File: config.mk
export PLATFORM = sky130hd
export DESIGN_NAME = uart_tx
export DESIGN_NICKNAME = d
export VERILOG_FILES = /design/src/rtl/uart_tx.sv
export SDC_FILE = /design/constraint.sdc
export NUM_CORES = 1
export LEC_CHECK = 0
export ABC_AREA = 0
export BUFFER_PORTS_ARGS = -buffer_cell sky130_fd_sc_hd__buf_4
export CAP_MARGIN = 20
export CORE_MARGIN = 1.5
export CORE_UTILIZATION = 45
export DETAILED_ROUTE_END_ITERATION = 12
export PLACE_DENSITY = 0.64
export SLEW_MARGIN = 25
export SYNTH_ARGS = -nofsm -noshare
export SYNTH_HDL_FRONTEND = slang
export SYNTH_SLANG_ARGS = --single-unit
File: constraint.sdc
create_clock -name sclk -period 3.7 [get_ports sclk]
set_input_delay 0.74 -clock sclk [delete_from_list [all_inputs] [get_ports sclk]]
set_output_delay 0.74 -clock sclk [all_outputs]
set_load 0.01 [all_outputs]
File: src/rtl/uart_tx.sv
// ---------------------------------------------------------------------------
// uart_tx : FIFO-buffered 8N1 UART transmitter
//
// Bytes written with a one-cycle tx_flag strobe go into a small FIFO. An FSM
// drains the FIFO one byte at a time and shifts each byte onto the serial
// line as start bit (0), eight data bits LSB first, and one stop bit (1).
// Consecutive queued bytes go out back-to-back with no idle gap.
//
// Parameters
//   BAUD_CNT_END : terminal count of the bit-period counter (bit = N+1 clocks)
//   FIFO_AW      : FIFO address width, depth = 2**FIFO_AW bytes
//
// Ports
//   sclk       : clock, all logic on the rising edge
//   s_rst_n    : asynchronous active-low reset
//   tx_data    : byte to transmit, sampled when tx_flag = 1
//   tx_flag    : one-cycle write strobe
//   rs232_tx   : registered serial line, idle high
//   tx_busy    : high while the FSM is not idle
//   fifo_full  : FIFO holds 2**FIFO_AW bytes
//   fifo_empty : FIFO holds no bytes
//   drop_flag  : one-cycle pulse after a write to a full FIFO was discarded
// ---------------------------------------------------------------------------
module uart_tx #(
  parameter int BAUD_CNT_END = 5207,
  parameter int FIFO_AW      = 4
) (
  input  logic       sclk,
  input  logic       s_rst_n,
  input  logic [7:0] tx_data,
  input  logic       tx_flag,
  output logic       rs232_tx,
  output logic       tx_busy,
  output logic       fifo_full,
  output logic       fifo_empty,
  output logic       drop_flag
);

  localparam int                 DEPTH     = 1 << FIFO_AW;
  // One spare bit keeps the width non-zero even for BAUD_CNT_END = 0.
  localparam int                 BCW       = $clog2(BAUD_CNT_END + 2);
  localparam logic [BCW-1:0]     BAUD_END  = BCW'(BAUD_CNT_END);
  localparam logic [FIFO_AW:0]   DEPTH_CNT = (FIFO_AW + 1)'(DEPTH);

  typedef enum logic [1:0] {
    IDLE  = 2'd0,
    START = 2'd1,
    DATA  = 2'd2,
    STOP  = 2'd3
  } state_t;

  // -------------------------------------------------------------------------
  // Declarations
  // -------------------------------------------------------------------------
  state_t             state;
  state_t             state_next;
  logic [BCW-1:0]     baud_cnt;
  logic [2:0]         bit_cnt;
  logic [7:0]         shift_reg;
  logic               line_next;
  logic               baud_end;
  logic               pop;
  logic               bit_adv;
  logic               push;
  logic               drop_next;

  logic [7:0]         mem [DEPTH];
  logic [FIFO_AW-1:0] wr_ptr;
  logic [FIFO_AW-1:0] rd_ptr;
  logic [FIFO_AW:0]   count;

  // Status outputs come straight from registers; tx_flag never reaches them
  // combinationally.
  assign fifo_full  = (count == DEPTH_CNT);
  assign fifo_empty = (count == '0);
  assign tx_busy    = (state != IDLE);

  assign baud_end   = (baud_cnt == BAUD_END);

  // A full FIFO still accepts a write when the FSM pops on the same edge; an
  // empty FIFO can never pop, so a write to it is always stored.
  assign push       = tx_flag && (!fifo_full || pop);
  assign drop_next  = tx_flag && fifo_full && !pop;

  // -------------------------------------------------------------------------
  // FSM next-state and control decode
  // -------------------------------------------------------------------------
  // NOTE: every signal written here gets a default first, so no path through
  // the case leaves it unassigned and no latch is inferred.
  always_comb begin
    state_next = state;
    pop        = 1'b0;
    bit_adv    = 1'b0;
    line_next  = 1'b1;
    unique case (state)
      IDLE: begin
        line_next = 1'b1;
        if (!fifo_empty) begin
          pop        = 1'b1;
          state_next = START;
        end
      end
      START: begin
        line_next = 1'b0;
        if (baud_end) state_next = DATA;
      end
      DATA: begin
        line_next = shift_reg[0];
        if (baud_end) begin
          bit_adv = 1'b1;
          if (bit_cnt == 3'd7) state_next = STOP;
        end
      end
      STOP: begin
        line_next = 1'b1;
        if (baud_end) begin
          // Chain straight into the next frame when more data is queued.
          if (!fifo_empty) begin
            pop        = 1'b1;
            state_next = START;
          end else begin
            state_next = IDLE;
          end
        end
      end
      default: state_next = IDLE;
    endcase
  end

  // -------------------------------------------------------------------------
  // FSM state register and bit timing
  // -------------------------------------------------------------------------
  // NOTE: sequential state uses non-blocking assignments so every register
  // samples pre-edge values regardless of block ordering.
  always_ff @(posedge sclk or negedge s_rst_n) begin
    if (!s_rst_n) begin
      state <= IDLE;
    end else begin
      state <= state_next;
    end
  end

  // The counter sits at zero in IDLE and clears on every terminal count, which
  // covers every state entry and every bit advance.
  always_ff @(posedge sclk or negedge s_rst_n) begin
    if (!s_rst_n) begin
      baud_cnt <= '0;
    end else if (state == IDLE || baud_end) begin
      baud_cnt <= '0;
    end else begin
      baud_cnt <= baud_cnt + 1'b1;
    end
  end

  // Wraps 7 -> 0 on the last data bit, ready for the next frame.
  always_ff @(posedge sclk or negedge s_rst_n) begin
    if (!s_rst_n) begin
      bit_cnt <= '0;
    end else if (bit_adv) begin
      bit_cnt <= bit_cnt + 1'b1;
    end
  end

  always_ff @(posedge sclk or negedge s_rst_n) begin
    if (!s_rst_n) begin
      shift_reg <= '0;
    end else if (pop) begin
      shift_reg <= mem[rd_ptr];
    end else if (bit_adv) begin
      shift_reg <= {1'b0, shift_reg[7:1]};
    end
  end

  // Registered line: follows the current state one cycle later, so a write on
  // edge N pulls the line low from edge N+2.
  always_ff @(posedge sclk or negedge s_rst_n) begin
    if (!s_rst_n) begin
      rs232_tx <= 1'b1;
    end else begin
      rs232_tx <= line_next;
    end
  end

  // -------------------------------------------------------------------------
  // FIFO
  // -------------------------------------------------------------------------
  // NOTE: the storage array has no reset; pointers and count define which
  // entries are valid, so stale contents are never read.
  always_ff @(posedge sclk) begin
    if (push) mem[wr_ptr] <= tx_data;
  end

  always_ff @(posedge sclk or negedge s_rst_n) begin
    if (!s_rst_n) begin
      wr_ptr <= '0;
      rd_ptr <= '0;
      count  <= '0;
    end else begin
      if (push) wr_ptr <= wr_ptr + 1'b1;
      if (pop)  rd_ptr <= rd_ptr + 1'b1;
      case ({push, pop})
        2'b10:   count <= count + 1'b1;
        2'b01:   count <= count - 1'b1;
        default: count <= count;
      endcase
    end
  end

  always_ff @(posedge sclk or negedge s_rst_n) begin
    if (!s_rst_n) begin
      drop_flag <= 1'b0;
    end else begin
      drop_flag <= drop_next;
    end
  end

endmodule

---- Yosys cells after proc, flatten, opt, wreduce, memory -nomap -nowiden ----
Memories as Yosys holds them, arrays and structs flattened.
Cells that the tools add are included.
storage, ports and cells
  flip-flop bits (word level) ............. 41
  RAM bits ................................ 128
  bits of input ports ..................... 11
  output and inout bits ................... 5
  word-level logic and storage cells ...... 62
  memories kept ........................... 1
cells by class
  add/sub/neg operators ................... 6
  equal/unequal tests ..................... 13
  mux-type cells .......................... 19
  reductions and logical operators ........ 14
memories
  name  words  width  rd ports  clocked after memory_dff  wr ports  line  source
  mem   16     8      1         0                         1         67    logic [7:0] mem [DEPTH];
operators with widths
  operator               count
  $mux 8                 2
  $add 13x1->13 const B  1
  $eq 13x13->1 const B   1
  $mux 13                1
  $mux 2                 5
  $ne 2x2->1 const B     5
  $pmux 5 s2             1
  $add 4x1->4 const B    2
  $pmux 2 s4             1
  $mux 1                 7
  $eq 2x2->1 const B     3
  $reduce_bool 2->1      3
  $add 5x1->5 const B    1
  $eq 5x5->1 const B     1
  $logic_not 5->1        1
  $reduce_and 5->1       1
  $sub 5x1->5 const B    1
  $eq 2x1->1 const B     2
  $add 3x1->3 const B    1
  $eq 3x3->1 const B     1
  $logic_and 1x1->1      3
  $pmux 1 s3             1
  $logic_not 1->1        2
  $logic_not 2->1        1
  3 further kinds        4

---- Depth between registers and ports, before layout ----
  depth after elaboration ................. 8
  depth in mapped cells ................... 11
  depth with buffers taken out ............ 11

---- Worst setup path after synthesis ----
Ideal clock, no wire load.
  path type ............................... reg2reg
  start point ............................. register baud_cnt[7]
  end point ............................... memory mem[3][0], enable pin
  library setup time ...................... 383 ps
  data arrival time ....................... 2475 ps
  setup slack ............................. 841 ps
  stages on the path, launching flop included .. 7
  buffers on the path ..................... 0
  period minus slack after synthesis ...... 2859 ps
  cells stage by stage .................... dfrtp_1 or4b_1 nor3_4 a32oi_4 a21boi_2 nand2_1 nor3_1
on the way
  longest elaborated chain between the ends .. 7
ends and longest elaborated chain
  element                       line  source
  start: declaration            57    logic [BCW-1:0] baud_cnt;
  start signal: assignment      151   baud_cnt <= baud_cnt + 1'b1;
  $eq 13x13->1                  78    assign baud_end = (baud_cnt == BAUD_END);
  $mux 1                        116   if (baud_end) begin
  $pmux 1 s2                    95    unique case (state)
  $logic_or 1x1->1              82    assign push = tx_flag && (!fifo_full || pop);
  $logic_and 1x1->1             82
  $mux 1                        190   if (push) mem[wr_ptr] <= tx_data;
  $mux 1 (not written as such)  190
  end: declaration              67
Every way passes these cells.

---- Worst setup path in the final report ----
  start point ............................. register baud_cnt[7]
  end point ............................... memory mem[15][0], enable pin
The elaborated chain is that of the path after synthesis.

==> results <==
- The placeable core region is 15400 um2.
- The latest clock arrival within the worst-skew pair is 0.43 ns.
- The flip-flop count of the largest register, all copies and words added is 128.
- The number of max-cap violations is 0.
- The total iterations of the first detailed-routing run is 4.
- The synthesized netlist net count is 453.
- Of the available clock period, the critical path in the final layout requires 81.9%.
- Dividing the detail-routed wire length by the instance count gives 19.3 um.
- Synthesis inferred 169 register bits.
- The die is 129 um tall.
- The required time reported for the critical path endpoint is 3.76 ns.
- The tightest min-delay check is of the in2async type.
- The floorplan has 45 rows.
- Yosys printed 0 warnings.
- Summing all flip-flop and latch instances after layout gives 4870 um2.
- The tree is rooted in a sky130_fd_sc_hd__clkbuf_16.
- For the worst flop-to-flop path, the logic depth is 6.
- The number of CTS-inserted buffers is 17.
- In this run the register-to-register setup slack is 0.67 ns.
- The most used routing layer in global routing is met2.
- STA puts the critical path data arrival time at 3.09 ns.
- In the synthesized netlist, the number of instances is 427.
- Routability-driven placement finished with a final weighted congestion of 0.815.
- Sorting the synthesized cells by area gives the leading types as sky130_fd_sc_hd__edfxtp_1 54%, sky130_fd_sc_hd__dfrtp_1 14%, sky130_fd_sc_hd__mux4_2 10%, sky130_fd_sc_hd__ha_1 2.6%, sky130_fd_sc_hd__nor2_1 2.1%.
- The count of inserted antenna diode cells is 0.
- The logic depth of the worst path, buffers included is 6.
- After detailed routing, the number of vias per cell comes to 5.46.
- The number of setup buffers added after CTS is 0.
- The final sum of negative setup slack is 0 ns.
- The TritonCTS clock tree is yes.
- The post-route cell area is 8170 um2.
- After synthesis, the share of flip-flops with an asynchronous set or reset is 24.3%.
- The number of nets in the layout is 489.
- Hold is met by 0.288 ns.
- The final critical-path required period is 3.03 ns.
- The instance count after placement with tap cells included is 655.
- Setup repair after global routing left no endpoint under its margin.
- The library cell with the largest summed area after synthesis is sky130_fd_sc_hd__edfxtp_1.
- For this run, the slowest stage of the critical path takes 0.62 ns.
- The first-iteration detailed-routing DRC count is 309.
- The area enclosed by the die boundary is 16600 um2.
- The total vias in the final route is 3748.
- The number of buffers on the longest clock path is 2.
- The via count of the first global-routing pass came to 3869.
- The met3 track demand over resource in global routing is 4.74%.
- The horizontal die dimension is 129 um.
- The worst slew margin relative to its limit is 44.6%.
- The initial standard-cell utilization of the core is 46.4%.
- Entering global routing, the biggest net connects 42 pins.
- The worst-case IR drop observed on VDD is 0.000378 V.
- Setup violations remaining at the end of the flow were counted as 0.
- The flow ran to the end, and the final reports show no timing, DRC or antenna violations.
- After synthesis, the netlist uses 48 different library cells.
- The count of flip-flops with a built-in enable after synthesis is 128.
- The total of cells resized after clock tree synthesis is 0.
- The area share of the largest cell type after synthesis is 53.9%.
- STA classifies the critical path endpoint as a flip-flop.
- The most common cell after layout, fill and taps aside is sky130_fd_sc_hd__edfxtp_1.
- The kind of cell with the highest combined delay on the critical path is simple AND/OR/NAND/NOR gates.
- In the final layout, the share of cells above drive strength 1 is 25.2%.
- The initial antenna violation count came to 0.
- At the pin with the least slew margin, the transition time is 0.831 ns.
- The critical path goes through or4b_1 > nor3_4 > a32oi_4 > a21boi_2 > nand2_1 > nor2_1.
- The post-synth design cell area is 7140 um2.
- Across every metal layer, demand over resource in global routing totals 17.9%.
- The total congestion overflow after global routing is 0.
- The count of buffer and inverter cells on the critical path is 0.
- For this run, global-route usage on met1 was measured as 24.7%.
- The area of the multi-input gates is 2140 um2.
- The standard cell with the maximum stage delay on the critical path is sky130_fd_sc_hd__nor2_1.
- The standard cell area after detailed placement is 7610 um2.
- The worst setup path is of the reg2reg kind.
- In this run the worst path has a maximum fanout of 8.
- The static leakage is 0.00299 uW.
- The total I/O pin count is 16.
- The clock tree skew after final layout is 0.00911 ns.
- The kind of launch point of the worst setup path is a flip-flop.
- For this run, design rule violations remaining after detail routing come to 0.
- In the layout the commonest cells are 128 x sky130_fd_sc_hd__edfxtp_1, 39 x sky130_fd_sc_hd__nor2_1, 39 x sky130_fd_sc_hd__dfrtp_1.
- The post-CTS clock slew at the launch and capture registers of the worst setup and hold paths is 0.07 ns.
- In this run the mean area of a mapped cell was 16.7 um2.
- The quantity of hold-fixing buffers added after cts is 0.
- The count of buffers added on input and output ports is 15.
- The final layout contains routed wiring with a total length of 13200 um.
- The global-route met2 utilization is 27.8%.
- The most used flip-flop cell after synthesis is sky130_fd_sc_hd__edfxtp_1.
- The top achievable clock speed is 330 MHz.
- The first global-routing pass estimated 21500 um of wire.
- The final-report max-slew violation count came to 0.
- Dividing total power by cell area gives a power density of 759 nW/um2.
- The post-synthesis to final-layout area growth is 14.5%.
- The depth of the CTS H-tree is 4.
- The sequential share of the synthesized area is 68.3%.
- Once layout is complete, the cells apart from fillers number 687.
- The half-perimeter wire length of the detailed placement result is 8490 um.
- The number of clock sinks seen by CTS is 169.
- The fill cell instance count of the final layout is 1226.
- The number of routed nets with antenna violations is 0.
- The number of hold violations in the final report came to 0.
[final timing paths]
check / from / endpoint
worst max-delay path: baud_cnt[7] / mem[15][0]
worst min-delay path: s_rst_n / shift_reg[0]
worst max register to register: baud_cnt[7] / mem[15][0]
worst min register to register: baud_cnt[0] / baud_cnt[0]
max in group asynchronous: s_rst_n / rd_ptr[0]
min in group sclk: baud_cnt[0] / baud_cnt[0]
[cells by family (layout without fill, tap and decap cells)]
| kind of cell | count (synthesis) | after routing | synth area share [%] |
|---|---|---|---|
| compound gates | 41 | 41 | 4.54 |
| xor+xnor | 22 | 22 | 2.70 |
| buf+inv | 33 | 82 | 1.82 |
| simple gates | 92 | 92 | 6.42 |
| flops | 169 | 169 | 68.3 |
| mux | 55 | 55 | 13.6 |
| fa+ha+maj | 15 | 15 | 2.63 |
[routing by layer]
layer,part of all wire [%],vias up
li1,-,1708
met1,46,1954
met2,49,69
met3,3.7,17
met4,1.7,0
met5,0,-
[area by class of cell]
class | count | area share (%)
multi-input combinational | 225 | 26.1
inverter | 14 | 0.643
timing repair buffer | 36 | 3.46
clock inverter | 13 | 1.62
sequential | 169 | 59.6
clock buffer | 19 | 5.30
tap | 211 | 3.23
[per-stage QoR]
stage / util (%) / power [uW] / setup slack (ns)
after floorplan: - / 3990 / 0.841
after global placement: 49.5 / 4500 / 0.782
after detailed placement: 49.5 / 4550 / 0.680
after CTS: 53.2 / 6270 / 0.629
after global routing: 53.2 / 6560 / 0.448
final: 53.2 / 6210 / 0.670
[power breakdown]
part | internal, uW | switching, uW | leakage, uW
Sequential | 2350 | 347 | 0.00167
Combinational | 911 | 879 | 0.00105
Clock | 948 | 770 | 0.000275
[Yosys cell counts (2+ instances only)]
master and n:
sky130_fd_sc_hd__edfxtp_1 128, sky130_fd_sc_hd__dfrtp_1 40, sky130_fd_sc_hd__nor2_1 39, sky130_fd_sc_hd__mux4_2 33, sky130_fd_sc_hd__ha_1 15, sky130_fd_sc_hd__nand2_1 15, sky130_fd_sc_hd__xnor2_1 15, sky130_fd_sc_hd__mux2i_1 14
sky130_fd_sc_hd__a21oi_1 13, sky130_fd_sc_hd__inv_1 13, sky130_fd_sc_hd__clkbuf_1 11, sky130_fd_sc_hd__a211oi_1 9, sky130_fd_sc_hd__mux2_2 8, sky130_fd_sc_hd__nor3_1 7, sky130_fd_sc_hd__xor2_1 7, sky130_fd_sc_hd__and3_1 5
sky130_fd_sc_hd__buf_2 5, sky130_fd_sc_hd__nand3_1 4, sky130_fd_sc_hd__nand4_1 4, sky130_fd_sc_hd__o21ai_0 4, sky130_fd_sc_hd__buf_1 3, sky130_fd_sc_hd__nor2b_1 3, sky130_fd_sc_hd__a32oi_4 2, sky130_fd_sc_hd__nand2b_1 2
sky130_fd_sc_hd__nor3b_1 2, sky130_fd_sc_hd__o311a_1 2, sky130_fd_sc_hd__or2_2 2, sky130_fd_sc_hd__or3_1 2
Power figures use the tool's default switching activity.
